`src/rtl/cook_preset_sequencer.sv`:
```
// cook_preset_sequencer: one-touch preset cook programs.
// On a preset request, loads three BCD digits (mins, sec_tens, sec_ones) into
// the cook timer over its keypad-load interface and pulses start. While
// cooking, it gates the magnetron with a 10-slot power-level duty cycle.
//
// Ports:
//   clock, reset         rising-edge clock, synchronous active-high reset
//   preset_req/sel       one-cycle request and preset index (IDLE only)
//   door_closed          door interlock, checked at request time
//   mag_on               magnetron enable from the cook controller
//   timer_done           timer reached 0:00
//   timer_number/loadn/pgt  BCD digit, active-low load, load strobe to timer
//   startn               active-low one-clock start pulse
//   mag_gate             mag_on AND active duty slot
//   busy, done, error    not-idle, completion pulse, sticky refusal flag
// All outputs are registered and follow their cause by one clock.
module cook_preset_sequencer #(
  parameter logic [11:0] PRESET0_TIME  = 12'h030,
  parameter logic [11:0] PRESET1_TIME  = 12'h100,
  parameter logic [11:0] PRESET2_TIME  = 12'h230,
  parameter logic [11:0] PRESET3_TIME  = 12'h500,
  parameter int unsigned PRESET0_POWER = 10,
  parameter int unsigned PRESET1_POWER = 10,
  parameter int unsigned PRESET2_POWER = 5,
  parameter int unsigned PRESET3_POWER = 3,
  parameter int unsigned SLOT_LEN      = 100
) (
  input  logic       clock,
  input  logic       reset,
  input  logic       preset_req,
  input  logic [1:0] preset_sel,
  input  logic       door_closed,
  input  logic       mag_on,
  input  logic       timer_done,
  output logic [3:0] timer_number,
  output logic       timer_loadn,
  output logic       timer_pgt,
  output logic       startn,
  output logic       mag_gate,
  output logic       busy,
  output logic       done,
  output logic       error
);

  localparam int unsigned SLOT_W    = (SLOT_LEN > 1) ? $clog2(SLOT_LEN) : 1;
  localparam int unsigned NUM_SLOTS = 10;

  // Out-of-range power levels fall back to full power.
  localparam logic [3:0] PWR0 = (PRESET0_POWER >= 1 && PRESET0_POWER <= 10) ? 4'(PRESET0_POWER) : 4'd10;
  localparam logic [3:0] PWR1 = (PRESET1_POWER >= 1 && PRESET1_POWER <= 10) ? 4'(PRESET1_POWER) : 4'd10;
  localparam logic [3:0] PWR2 = (PRESET2_POWER >= 1 && PRESET2_POWER <= 10) ? 4'(PRESET2_POWER) : 4'd10;
  localparam logic [3:0] PWR3 = (PRESET3_POWER >= 1 && PRESET3_POWER <= 10) ? 4'(PRESET3_POWER) : 4'd10;

  localparam logic [SLOT_W-1:0] SLOT_LAST = SLOT_W'(SLOT_LEN - 1);
  localparam logic [3:0]        IDX_LAST  = 4'(NUM_SLOTS - 1);

  typedef enum logic [2:0] {
    S_IDLE,
    S_LOAD,
    S_START,
    S_ARM,
    S_RUN,
    S_PAUSE,
    S_DONE
  } state_t;

  state_t            state, state_d;
  logic [1:0]        digit_idx, digit_idx_d;
  logic [1:0]        phase, phase_d;
  logic [1:0]        arm_cnt, arm_cnt_d;
  logic [SLOT_W-1:0] slot_cnt, slot_cnt_d;
  logic [3:0]        slot_idx, slot_idx_d;
  logic [11:0]       time_q, time_d;
  logic [3:0]        power_q, power_d;

  logic [3:0] number_d;
  logic       loadn_d, pgt_d, startn_d, gate_d, busy_d, done_d, error_d;

  logic [11:0] sel_time;
  logic [3:0]  sel_power;
  logic [3:0]  cur_digit;

  // Preset table lookup for the requested index.
  always_comb begin
    sel_time  = PRESET0_TIME;
    sel_power = PWR0;
    case (preset_sel)
      2'd1:    begin sel_time = PRESET1_TIME; sel_power = PWR1; end
      2'd2:    begin sel_time = PRESET2_TIME; sel_power = PWR2; end
      2'd3:    begin sel_time = PRESET3_TIME; sel_power = PWR3; end
      default: begin sel_time = PRESET0_TIME; sel_power = PWR0; end
    endcase
  end

  // Digit order: mins, sec_tens, sec_ones.
  always_comb begin
    cur_digit = time_q[3:0];
    case (digit_idx)
      2'd0:    cur_digit = time_q[11:8];
      2'd1:    cur_digit = time_q[7:4];
      default: cur_digit = time_q[3:0];
    endcase
  end

  // Next-state and next-output logic.
  always_comb begin
    state_d     = state;
    digit_idx_d = digit_idx;
    phase_d     = phase;
    arm_cnt_d   = arm_cnt;
    slot_cnt_d  = slot_cnt;
    slot_idx_d  = slot_idx;
    time_d      = time_q;
    power_d     = power_q;
    error_d     = error;
    number_d    = 4'd0;
    loadn_d     = 1'b1;
    pgt_d       = 1'b0;
    startn_d    = 1'b1;
    gate_d      = 1'b0;
    busy_d      = (state != S_IDLE);
    done_d      = 1'b0;

    case (state)
      S_IDLE: begin
        if (preset_req) begin
          if (door_closed) begin
            time_d      = sel_time;
            power_d     = sel_power;
            error_d     = 1'b0;
            digit_idx_d = 2'd0;
            phase_d     = 2'd0;
            state_d     = S_LOAD;
          end else begin
            error_d = 1'b1;
          end
        end
      end

      // Three clocks per digit: present, strobe, release.
      S_LOAD: begin
        number_d = cur_digit;
        case (phase)
          2'd0: begin
            loadn_d = 1'b0;
            phase_d = 2'd1;
          end
          2'd1: begin
            loadn_d = 1'b0;
            pgt_d   = 1'b1;
            phase_d = 2'd2;
          end
          default: begin
            phase_d = 2'd0;
            if (digit_idx == 2'd2) begin
              digit_idx_d = 2'd0;
              state_d     = S_START;
            end else begin
              digit_idx_d = digit_idx + 2'd1;
            end
          end
        endcase
      end

      S_START: begin
        startn_d  = 1'b0;
        arm_cnt_d = 2'd0;
        state_d   = S_ARM;
      end

      // Give the controller four clocks to raise mag_on.
      S_ARM: begin
        if (mag_on) begin
          slot_cnt_d = '0;
          slot_idx_d = 4'd0;
          state_d    = S_RUN;
        end else if (arm_cnt == 2'd3) begin
          error_d = 1'b1;
          state_d = S_IDLE;
        end else begin
          arm_cnt_d = arm_cnt + 2'd1;
        end
      end

      // Counters advance only on clocks the magnetron is enabled, so a pause
      // resumes the duty phase exactly where it stopped.
      S_RUN: begin
        gate_d = mag_on && (slot_idx < power_q);
        if (timer_done) begin
          state_d = S_DONE;
        end else if (!mag_on) begin
          state_d = S_PAUSE;
        end else if (slot_cnt == SLOT_LAST) begin
          slot_cnt_d = '0;
          slot_idx_d = (slot_idx == IDX_LAST) ? 4'd0 : slot_idx + 4'd1;
        end else begin
          slot_cnt_d = slot_cnt + SLOT_W'(1);
        end
      end

      S_PAUSE: begin
        if (timer_done) begin
          state_d = S_DONE;
        end else if (mag_on) begin
          state_d = S_RUN;
        end
      end

      S_DONE: begin
        done_d      = 1'b1;
        slot_cnt_d  = '0;
        slot_idx_d  = 4'd0;
        digit_idx_d = 2'd0;
        phase_d     = 2'd0;
        arm_cnt_d   = 2'd0;
        state_d     = S_IDLE;
      end

      default: begin
        state_d = S_IDLE;
      end
    endcase
  end

  // State, datapath and output registers.
  always_ff @(posedge clock) begin
    if (reset) begin
      state        <= S_IDLE;
      digit_idx    <= 2'd0;
      phase        <= 2'd0;
      arm_cnt      <= 2'd0;
      slot_cnt     <= '0;
      slot_idx     <= 4'd0;
      time_q       <= 12'd0;
      power_q      <= 4'd0;
      timer_number <= 4'd0;
      timer_loadn  <= 1'b1;
      timer_pgt    <= 1'b0;
      startn       <= 1'b1;
      mag_gate     <= 1'b0;
      busy         <= 1'b0;
      done         <= 1'b0;
      error        <= 1'b0;
    end else begin
      state        <= state_d;
      digit_idx    <= digit_idx_d;
      phase        <= phase_d;
      arm_cnt      <= arm_cnt_d;
      slot_cnt     <= slot_cnt_d;
      slot_idx     <= slot_idx_d;
      time_q       <= time_d;
      power_q      <= power_d;
      timer_number <= number_d;
      timer_loadn  <= loadn_d;
      timer_pgt    <= pgt_d;
      startn       <= startn_d;
      mag_gate     <= gate_d;
      busy         <= busy_d;
      done         <= done_d;
      error        <= error_d;
    end
  end

endmodule

```
`config.mk`:
```
export PLATFORM = sky130hd
export DESIGN_NAME = cook_preset_sequencer
export DESIGN_NICKNAME = d
export VERILOG_FILES = /design/src/rtl/cook_preset_sequencer.sv
export SDC_FILE = /design/constraint.sdc
export NUM_CORES = 1
export LEC_CHECK = 0
export BUFFER_PORTS_ARGS = -buffer_cell sky130_fd_sc_hd__buf_2
export CAP_MARGIN = 25
export CORE_MARGIN = 2
export CORE_UTILIZATION = 55
export CTS_CLUSTER_DIAMETER = 200
export DETAILED_ROUTE_END_ITERATION = 10
export PLACE_DENSITY = 0.75
export SETUP_SLACK_MARGIN = 0.4
export SKIP_CTS_REPAIR_TIMING = 1
export SYNTH_ARGS = -nofsm -noshare
export SYNTH_HDL_FRONTEND = slang
export SYNTH_SLANG_ARGS = --single-unit
```
`constraint.sdc`:
```
create_clock -name clock -period 3.2 [get_ports clock]
set_clock_uncertainty 0.15 [all_clocks]
set_input_delay 0.16 -clock clock [delete_from_list [all_inputs] [get_ports clock]]
set_output_delay 0.16 -clock clock [all_outputs]
set_load 0.01 [all_outputs]
```
==> flow_summary.ini <==
[grt]
grt_pass1_wl_um = 5754
grt_pass1_vias = 1265
antenna_found_initial = 0
grt_max_degree = 31
grt_overflow = 0
grt.total_usage_pct = 20.95

[floorplan]
die_width_um = 61.10
io-pin-count = 19
num_rows = 20
core_sq_um = 3078
die_y_um = 61.10
fp.dieArea_sq_um = 3733
start_util_pct = 58.25

[synth]
ys_async_sr_fraction_pct = 0
synth_seq_cells = 37
synth_ff_type = dfxtp_1
synth.top_cell.area_share_pct = 41.31
synth_edf_count = 0
synth_seq_area_share_pct = 41.31
syn_area_per_cell_sq_um = 8.662
synth_cells = 207
syn-cell-area_sq_um = 1793
ys_types = 48
yosys.area.top_type = dfxtp_1
syn-num-nets = 222
yosys-top-cells-area = dfxtp_1 41%, a21oi_1 5.9%, ha_1 4.9%
ys_warn_count = 0

[sta]
period_needed_ps = 2335
setup_viol = 0
relSlewSlack_pct = 60.47
finalCritPeriodShare_pct = 72.98
worst_pin_slew_ps = 592.1
finalHoldViolations = 0
drv_slew = 0
max_freq_mhz = 428.2
rsz0062_at_grt = no
finalSetupTns_ps = 0
setup_slack_ps = 864.6

[clock_network]
clkTransAtPathRegs_ps = 120
numCtsBuffers = 5
cts_tree = done
clock_path_buffers = 2
cts_root_buffer = clkbuf_4
clock_sinks = 37
clk_latency_ps = 340
ctsHtreeMaxLevel = 2

[worst_setup_path]
worstPathCellList = nand4b_1 > and3_1 > or4b_1 > a21oi_1
worst-path-max-fanout = 21
cpLargestDelayFamily = simple AND/OR/NAND/NOR gates
path_buf_inv = 0
crit_required_ps = 3310
critPathMaxStageDelay_ps = 720
critPathSlowestCell = dfxtp_1
critPathLaunchType = flop
crit_type = flop to flop
end_kind = flop
arrival_ps = 2450

[detailed_routing]
wirelength_um = 3433
wl_per_cell_um = 12.91
drtIter0Drc = 75
num_vias = 1458
drc = 0
vias_per_cell = 5.481
antenna_left = 0
first_pass_iters = 4

[placement]
port-buffer-count = 17
gp_congestion = 0.8301
place_ws_ps = 920.6
hpwl_um = 2469

[run]
drv_cap = 0

[final_layout]
syn_to_final_growth_pct = 9.770
diodes = 0
layout-drive-gt1-share_pct = 13.96
fill_cells = 275
nets = 236

[status]
status = completed

[min_path]
hold_class = input pin to flop

[power_and_ir_drop]
ir_worst_vdd_mv = 0.2765
p_per_area_nw_per_um2 = 419.8
p_leak_nw = 0.6996
sequential cells by signal, summed over array words and instances, names as in the netlist:
signal,count
arm_cnt,2
slot_idx,4
done,1
phase,2
timer_pgt,1
power_q,4
slot_cnt,7
timer_number,3
busy,1
timer_loadn,1
error,1
startn,1
mag_gate,1
time_q,3
state,3
digit_idx,2
final timing paths:
kind	start	to	slack (ps)	depth (start not counted)
worst max-delay path	state[1]	slot_idx[0]	860	4
worst min-delay path	timer_done	state[1]	50	4
worst max register to register	state[1]	slot_idx[0]	860	4
worst min register to register	time_q[8]	time_q[8]	310	2
synth_stat cells (2+ instances only):
| cell | n |
|---|---|
| dfxtp_1 | 37 |
| a21oi_1 | 21 |
| nor2_1 | 15 |
| nand2_1 | 12 |
| o21ai_0 | 12 |
| inv_1 | 10 |
| nand2b_1 | 9 |
| clkbuf_1 | 8 |
| ha_1 | 7 |
| nand3_1 | 7 |
| nor3_1 | 7 |
| and2_1 | 4 |
| nand3b_1 | 4 |
| a31oi_1 | 3 |
| nor3b_1 | 3 |
| or3_1 | 3 |
| or4b_1 | 3 |
| xnor2_1 | 3 |
| a21o_1 | 2 |
| and4_1 | 2 |
| buf_2 | 2 |
| nand4b_1 | 2 |
| nor2b_1 | 2 |
| nor4b_1 | 2 |
| o31a_1 | 2 |
| or2_2 | 2 |
| xor2_1 | 2 |
where the power goes:
| group | internal, mW | switching (mW) |
|---|---|---|
| Clock | 0.131 | 0.158 |
| Sequential | 0.470 | 0.00819 |
| Combinational | 0.0251 | 0.0333 |
| Total | 0.627 | 0.200 |
layout by cell type, fill, tap and decap left out, types with 2 or more instances in the layout:
cell type	instances
dlygate4sd3_1	2
buf_2	17
o21ai_0	12
o31a_1	2
nand2b_1	9
nand2_1	12
nor3_1	7
a31oi_1	3
or2_2	2
and2_1	4
nand3b_1	4
nor4b_1	2
clkbuf_8	2
nor3b_1	3
xnor2_1	3
and4_1	2
nor2b_1	2
ha_1	7
nand3_1	7
nand4b_1	2
a21o_1	2
clkbuf_4	5
or3_1	3
dfxtp_1	37
inv_1	10
or4b_1	3
nor2_1	15
xor2_1	2
a21oi_1	21
logic make-up (layout without fill, tap and decap cells):
logic type | Yosys count | in the layout | share of synthesized area [%]
xor+xnor | 5 | 5 | 2.443
other cells | 1 | 1 | 0.2092
flops | 37 | 37 | 41.31
fa+ha+maj | 7 | 7 | 4.885
buf+inv | 22 | 37 | 5.374
mux | 1 | 1 | 0.5583
compound gates | 51 | 51 | 18.21
simple gates | 83 | 83 | 27.01
tightest hold or removal path, stage by stage:
cell and delay [ps]:
buf_2 120, nand2_1 60, a211o_1 110, a21oi_1 50
metrics by stage:
step,hold slack [ps],cell area (sq um),total power [mW],util [%],instances
final,48.99,1968,0.8263,63.94,266
after detailed placement,244.4,1874,0.5451,60.89,256
after global routing,50.81,1968,0.8684,63.94,266
after global placement,244.0,1874,0.5424,60.89,256
after CTS,-133.5,1948,0.8320,63.29,264
after floorplan,105.6,1793,0.5292,-,207
per-layer routing:
metal | vias to the layer above | wire [um] | global-route usage, % | part of all wire (%)
li1 | 762 | - | - | -
met1 | 672 | 1665 | 27.76 | 48
met2 | 20 | 1612 | 32.67 | 47
met3 | 4 | 122 | 5.672 | 3.6
met4 | 0 | 32 | 8.075 | 0.93
met5 | - | 0 | 0 | 0
cell type report:
class | instances | area (sq um) | share of cell area, %
inverters | 10 | 37.54 | 1.907
well taps | 44 | 55.05 | 2.797
flip-flops and latches | 37 | 740.7 | 37.64
clock buffers | 7 | 65.06 | 3.306
clock inverters | 1 | 8.758 | 0.4450
repair buffers | 19 | 105.1 | 5.340
multi-input cells | 148 | 955.9 | 48.57
Power figures use the tool's default switching activity.
